$ cat src/rtl/spi_command_transmitter.sv
// SPI mode-0 master that serialises Tetris command bytes from a small FIFO
// and captures the byte returned on sdo during each transfer.
//
// Ports:
//   game_clk        block clock, rising edge
//   reset_n         synchronous active-low reset
//   cmd_valid       command present, pushed when cmd_valid & cmd_ready
//   cmd_move        2-bit move code
//   cmd_piece       3-bit piece code (7 passed through unchanged)
//   cmd_move_valid  move-valid flag
//   cmd_ready       FIFO not full
//   fifo_count      occupied FIFO entries
//   sck/sdi/ce      SPI clock, serial data out (MSB first), chip enable
//   sdo             serial data in, sampled on sck rise
//   rx_data         last byte captured from sdo
//   rx_valid        one-cycle pulse when rx_data updates (same cycle ce falls)
//   busy            FSM not idle
module spi_command_transmitter #(
    parameter int SCK_HALF_PERIOD = 4,
    parameter int CE_GUARD        = 2,
    parameter int FIFO_DEPTH      = 4
) (
    input  logic                          game_clk,
    input  logic                          reset_n,
    input  logic                          cmd_valid,
    input  logic [1:0]                    cmd_move,
    input  logic [2:0]                    cmd_piece,
    input  logic                          cmd_move_valid,
    output logic                          cmd_ready,
    output logic [$clog2(FIFO_DEPTH):0]   fifo_count,
    output logic                          sck,
    output logic                          sdi,
    output logic                          ce,
    input  logic                          sdo,
    output logic [7:0]                    rx_data,
    output logic                          rx_valid,
    output logic                          busy
);

    localparam int AW   = $clog2(FIFO_DEPTH);
    localparam int CMAX = (SCK_HALF_PERIOD > CE_GUARD) ? SCK_HALF_PERIOD : CE_GUARD;
    localparam int CW   = $clog2(CMAX + 1);

    localparam logic [CW-1:0] GUARD_LAST = CW'(CE_GUARD - 1);
    localparam logic [CW-1:0] HALF_LAST  = CW'(SCK_HALF_PERIOD - 1);

    typedef enum logic [2:0] {
        S_IDLE,
        S_SETUP,
        S_SHIFT,
        S_HOLD,
        S_GAP
    } state_t;

    state_t          r_state;
    logic [CW-1:0]   r_cnt;
    logic [3:0]      r_tog;
    logic [7:0]      r_tx_shift;
    logic [7:0]      r_rx_shift;
    logic [7:0]      r_rx_data;
    logic            r_rx_valid;
    logic            r_sck;
    logic            r_sdi;
    logic            r_ce;

    logic [7:0]      r_mem [FIFO_DEPTH];
    logic [AW-1:0]   r_wptr;
    logic [AW-1:0]   r_rptr;
    logic [AW:0]     r_count;

    logic            w_ready;
    logic            w_push;
    logic            w_pop;
    logic [7:0]      w_byte;
    logic [7:0]      w_head;

    assign w_byte  = {2'b00, cmd_move_valid, cmd_piece, cmd_move};
    assign w_ready = (r_count < (AW + 1)'(FIFO_DEPTH));
    assign w_push  = cmd_valid & w_ready;
    assign w_pop   = (r_state == S_IDLE) && (r_count != '0);
    assign w_head  = r_mem[r_rptr];

    // Storage needs no reset: the pointers and count define what is valid.
    always_ff @(posedge game_clk) begin
        if (w_push) begin
            r_mem[r_wptr] <= w_byte;
        end
    end

    always_ff @(posedge game_clk) begin
        if (!reset_n) begin
            r_wptr  <= '0;
            r_rptr  <= '0;
            r_count <= '0;
        end else begin
            if (w_push) begin
                r_wptr <= r_wptr + 1'b1;
            end
            if (w_pop) begin
                r_rptr <= r_rptr + 1'b1;
            end
            unique case ({w_push, w_pop})
                2'b10:   r_count <= r_count + 1'b1;
                2'b01:   r_count <= r_count - 1'b1;
                default: r_count <= r_count;
            endcase
        end
    end

    always_ff @(posedge game_clk) begin
        if (!reset_n) begin
            r_state    <= S_IDLE;
            r_cnt      <= '0;
            r_tog      <= '0;
            r_tx_shift <= '0;
            r_rx_shift <= '0;
            r_rx_data  <= '0;
            r_rx_valid <= 1'b0;
            r_sck      <= 1'b0;
            r_sdi      <= 1'b0;
            r_ce       <= 1'b0;
        end else begin
            r_rx_valid <= 1'b0;
            unique case (r_state)
                S_IDLE: begin
                    if (w_pop) begin
                        r_tx_shift <= w_head;
                        r_sdi      <= w_head[7];
                        r_ce       <= 1'b1;
                        r_cnt      <= '0;
                        r_tog      <= '0;
                        r_state    <= S_SETUP;
                    end
                end
                S_SETUP: begin
                    if (r_cnt == GUARD_LAST) begin
                        r_cnt   <= '0;
                        r_state <= S_SHIFT;
                    end else begin
                        r_cnt <= r_cnt + 1'b1;
                    end
                end
                S_SHIFT: begin
                    if (r_cnt == HALF_LAST) begin
                        r_cnt <= '0;
                        r_tog <= r_tog + 1'b1;
                        if (!r_sck) begin
                            r_sck      <= 1'b1;
                            r_rx_shift <= {r_rx_shift[6:0], sdo};
                        end else begin
                            r_sck <= 1'b0;
                            // Falling toggles are odd; the 16th ends the byte.
                            if (r_tog == 4'd15) begin
                                r_state <= S_HOLD;
                            end else begin
                                r_tx_shift <= {r_tx_shift[6:0], 1'b0};
                                r_sdi      <= r_tx_shift[6];
                            end
                        end
                    end else begin
                        r_cnt <= r_cnt + 1'b1;
                    end
                end
                S_HOLD: begin
                    if (r_cnt == GUARD_LAST) begin
                        r_cnt      <= '0;
                        r_ce       <= 1'b0;
                        r_sdi      <= 1'b0;
                        r_rx_data  <= r_rx_shift;
                        r_rx_valid <= 1'b1;
                        r_state    <= S_GAP;
                    end else begin
                        r_cnt <= r_cnt + 1'b1;
                    end
                end
                S_GAP: begin
                    if (r_cnt == GUARD_LAST) begin
                        r_cnt   <= '0;
                        r_state <= S_IDLE;
                    end else begin
                        r_cnt <= r_cnt + 1'b1;
                    end
                end
                default: begin
                    r_state <= S_IDLE;
                end
            endcase
        end
    end

    assign cmd_ready  = w_ready;
    assign fifo_count = r_count;
    assign sck        = r_sck;
    assign sdi        = r_sdi;
    assign ce         = r_ce;
    assign rx_data    = r_rx_data;
    assign rx_valid   = r_rx_valid;
    assign busy       = (r_state != S_IDLE);

endmodule
$ cat config.mk
export PLATFORM = sky130hd
export DESIGN_NAME = spi_command_transmitter
export DESIGN_NICKNAME = d
export VERILOG_FILES = /design/src/rtl/spi_command_transmitter.sv
export SDC_FILE = /design/constraint.sdc
export NUM_CORES = 1
export LEC_CHECK = 0
export ABC_AREA = 1
export CELL_PAD_IN_SITES_DETAIL_PLACEMENT = 2
export CELL_PAD_IN_SITES_GLOBAL_PLACEMENT = 2
export CORE_MARGIN = 2
export CORE_UTILIZATION = 35
export DETAILED_ROUTE_END_ITERATION = 8
export PLACE_DENSITY = 0.82
export REMOVE_ABC_BUFFERS = 1
export SLEW_MARGIN = 20
export SYNTH_ARGS = -nofsm -noshare
export SYNTH_HDL_FRONTEND = slang
export SYNTH_SLANG_ARGS = --single-unit
$ cat constraint.sdc
create_clock -name game_clk -period 2.4 [get_ports game_clk]
set_input_delay 0.24 -clock game_clk [delete_from_list [all_inputs] [get_ports game_clk]]
set_output_delay 0.24 -clock game_clk [all_outputs]
set_load 0.02 [all_outputs]
==> results.md <==
Run status:
- The run finished with clean final reports.

Floorplanning:
- Row generation in the floorplan step produced 34 rows.
- The overall die area is just under 0.01 sq mm.
- Measured along the y axis, the die boundary spans 98.77 microns.
- The die is between 90 and 100 microns wide.
- The core area is roughly 0.0087 sq mm.
- The number of primary I/O pins is 27.
- The initial core utilization is 36.04%.

Detailed routing:
- The total vias in the final route is between 2000 and 3000.
- After detailed routing, the total wire length is slightly above 8000 microns.
- The count of unresolved DRC violations after routing is 0.
- The detailed-routing iteration count for the pre-antenna-repair pass is 4.
- The iteration-0 DRC count of the detailed router is between 100 and 150.
- The count of nets left with antenna violations after detail routing is 0.
- The number of vias per cell is about 4.8.
- After detailed routing, the average wire length per cell comes to roughly 16 microns.

Final layout:
- The top cell types in the final layout, fill and taps aside, are nor2_1, nand2_1, dfxtp_1.
- The repair_antennas step left the layout with diodes totalling 0.
- The final net count is 425.
- The count of filler cells inserted in the layout is 951.
- Relative to the synthesized area, the layout overhead comes to 18.43%.
- The most common cell after layout, fill and taps aside is nor2_1.
- The post-route netlist has under 10% of its cells at a drive strength greater than 1.

STA:
- The worst slew margin relative to its limit is 52.89%.
- Setup violations remaining at the end of the flow were counted as 0.
- The fmax is 462.1 MHz.
- The hold violation total from the final report is 0.
- The final critical-path share of the clock period is roughly nine tenths.
- The final number of max-transition violations is 0.
- The clock arrives with 0.008675 ns of skew.
- In the post-route analysis, the smallest setup slack over all paths is between 0.2 and 0.25 ns.
- The post-route minimum period is ~2.2 ns.
- At the pin with the least slew margin, the transition time is approximately 0.7 ns.
- The total negative slack for setup checks is 0 ns.
- Setup repair after global routing left no endpoint under its margin.

Global route:
- The met3 track demand over resource is under 10%.
- The global-route wire length before repair is between 10000 and 15000 microns.
- The number of global-route vias before repair is roughly 2800.
- The number of antenna violations at the first check in global routing was 0.
- In this run the most used layer during global routing was met2.
- The total global-route track usage is between 10% and 20%.
- The pin count of the biggest net entering global routing is 22.
- For this run, global-route usage on met1 was measured as between 20% and 30%.
- The total overflow left after global routing is 0.
- In the global route stage, met2 resource usage came out at 33.21%.

Clocking:
- The number of clock sinks seen by CTS is 70.
- The number of buffers created by CTS is 9.
- TritonCTS built the clock tree.
- The number of buffers added to fix hold violations after cts is 0.
- The clock transition at the registers of the reported paths is 0.08 ns.
- The H-tree depth is 3.
- The clock latency reported for the late side of the worst-skew pair is approximately 0.34 ns.
- The longest clock path from root to sink contains 2 buffers.
- After clock tree synthesis, the repair step resized 0 gates.
- The root buffer cell chosen for the clock tree is clkbuf_8.
- The setup fix buffers added after clock tree synthesis is 0.

Setup path:
- The worst setup path is captured at a register.
- The largest fanout on the critical path is 7.
- At the worst endpoint, the required time is 2.63 ns.
- The data arrival time of the critical path is around 2.4 ns.
- For the worst flop-to-flop path, the logic depth is 12.
- The critical path start-end classification is reg -> reg.
- STA classifies the critical path startpoint as a register.

Synth:
- The total of flip-flops plus latches after synthesis is 70.
- The synthesized design contains 24 enable-type register cells.
- The synthesized netlist contains 30 unique library cells.
- The proportion of synthesized flip-flops having asynchronous set or reset is 0%.
- The netlist area before placement is 0.003143 sq mm.
- The most used flip-flop cell after synthesis is dfxtp_1.
- The number of instances in the synthesized netlist is roughly 380.
- The total number of yosys warnings is 0.
- Of the synthesized area, sequential elements account for 52.23%.
- After synthesis, the mean cell area works out to between 8 and 9 sq um.

Place:
- Detailed placement finished with a half-perimeter wire length of roughly 5800 microns.
- Input and output buffers added on the ports amount to 26.
- The post-placement worst setup slack is between 0.2 and 0.25 ns.
- The final RePlAce weighted congestion is between 0.7 and 0.8.

Worst hold path:
- Along the worst hold path, the cell count comes to 2.
- The type of the worst min-delay path is reg -> reg.

Pwr:
- The fraction of power consumed by sequential logic is roughly 37%.
- Summed over all nets, the switching power comes to ~1.7 mW.
- Per report_power, the clock group accounts for around 27% of the total.
- The switching power share of the total is between 30% and 40%.
- Across the VDD grid, the largest voltage drop is 0.4887 mV.
- For this design the static power due to leakage is ~1.6 nW.
- The internal portion of the total power is 2.672 mW.
- Power spread over the standard cell area amounts to ~1200 mW/mm^2.
- In this run, the combinational gates consume a little over a third of the power.

Run:
- The count of max-cap constraint violations is 0.
-- through the flow --
| stage | power (mW) | instances | hold slack [ns] | util [%] | area, sq um |
|---|---|---|---|---|---|
| floorplan | 2.658 | 365 | 0.3389 | - | 3067 |
| global placement | 3.095 | 501 | 0.4545 | 39.87 | 3477 |
| detailed placement | 3.219 | 501 | 0.4616 | 39.87 | 3477 |
| CTS | 4.459 | 517 | 0.4757 | 42.68 | 3722 |
| global route | 4.751 | 517 | 0.4936 | 42.68 | 3722 |
| finish | 4.384 | 517 | 0.4783 | 42.68 | 3722 |
-- cell type report --
cell class | count | area [sq um] | share of cell area (%)
clock buffers | 9 | 123.9 | 3.328
clock inverters | 7 | 121.4 | 3.260
inverters | 41 | 153.9 | 4.134
multi-input cells | 254 | 1271 | 34.15
flip-flops and latches | 70 | 1642 | 44.10
well taps | 108 | 135.1 | 3.630
repair buffers | 28 | 275.3 | 7.395
-- path summary, 6_finish.rpt --
check                                   from                    endpoint  slack [ns]
setup / recovery     r_state[2]$_SDFFE_PN0P_  fifo_count[2]$_SDFFE_PN0P_        0.24
hold / removal    r_tx_shift[6]$_SDFFE_PN0P_  r_tx_shift[6]$_SDFFE_PN0P_        0.48
setup reg to reg     r_state[2]$_SDFFE_PN0P_  fifo_count[2]$_SDFFE_PN0P_        0.24
hold reg to reg   r_tx_shift[6]$_SDFFE_PN0P_  r_tx_shift[6]$_SDFFE_PN0P_        0.48
-- synth_stat cells, types with 3 or more instances --
library cell	count	share of area, %
ha_1	10	4.0
nand2_2	7	1.4
clkbuf_1	5	0.60
inv_2	4	0.48
buf_6	3	1.1
o21ai_0	39	6.2
nand2_4	4	1.4
nor2_1	92	11
nand2_1	61	7.3
inv_1	37	4.4
dfxtp_1	46	29
nand3_1	8	1.3
a21oi_1	17	2.7
edfxtp_1	24	23
-- logic make-up (layout without fill, tap and decap cells) --
group	after synthesis	in the layout	share of synthesized area [%]
AO/OA/AOI/OAI	62	62	10.35
XOR/XNOR	2	2	0.5574
adder cells (fa/ha/maj)	11	11	4.618
buffers and inverters	52	85	7.324
flip-flops	70	70	52.23
AND/OR/NAND/NOR	179	179	24.92
-- sequential cells by signal, indices dropped and copies added, names as in the netlist, named ones only --
signal      flops
r_mem          24
r_rx_shift      8
rx_data         8
r_tx_shift      7
r_tog           4
fifo_count      3
r_cnt           3
r_state         3
r_rptr          2
r_wptr          2
ce              1
rx_valid        1
sck             1
sdi             1
-- power by group through the flow --
stage | registers [mW] | clock network (mW) | logic [mW]
after global routing | 1.65 | 1.27 | 1.83
after global placement | 1.62 | 0 | 1.47
after detailed placement | 1.64 | 0 | 1.58
final | 1.61 | 1.19 | 1.58
after floorplan | 1.64 | 0 | 1.02
after CTS | 1.62 | 1.22 | 1.62
-- routing by layer --
layer  routed length (microns)  up-vias  share of wire, %
li1                          -     1250                 -
met1                      3725     1223                45
met3                       206        8               2.5
met2                      4242       23                51
met4                        91        0               1.1
met5                         0        -                 0
-- critical path: stages, from the launching register on --
cell     delay (ns)
dfxtp_1        0.37
nor2_4         0.24
nand2_2        0.12
inv_2          0.08
nand2_2        0.07
inv_1          0.09
ha_1           0.14
inv_1          0.07
fa_1           0.38
a21oi_1        0.14
o21ai_0        0.12
o21ai_0        0.17
a21oi_1        0.06
No activity file was read; power rests on OpenSTA's default activity.
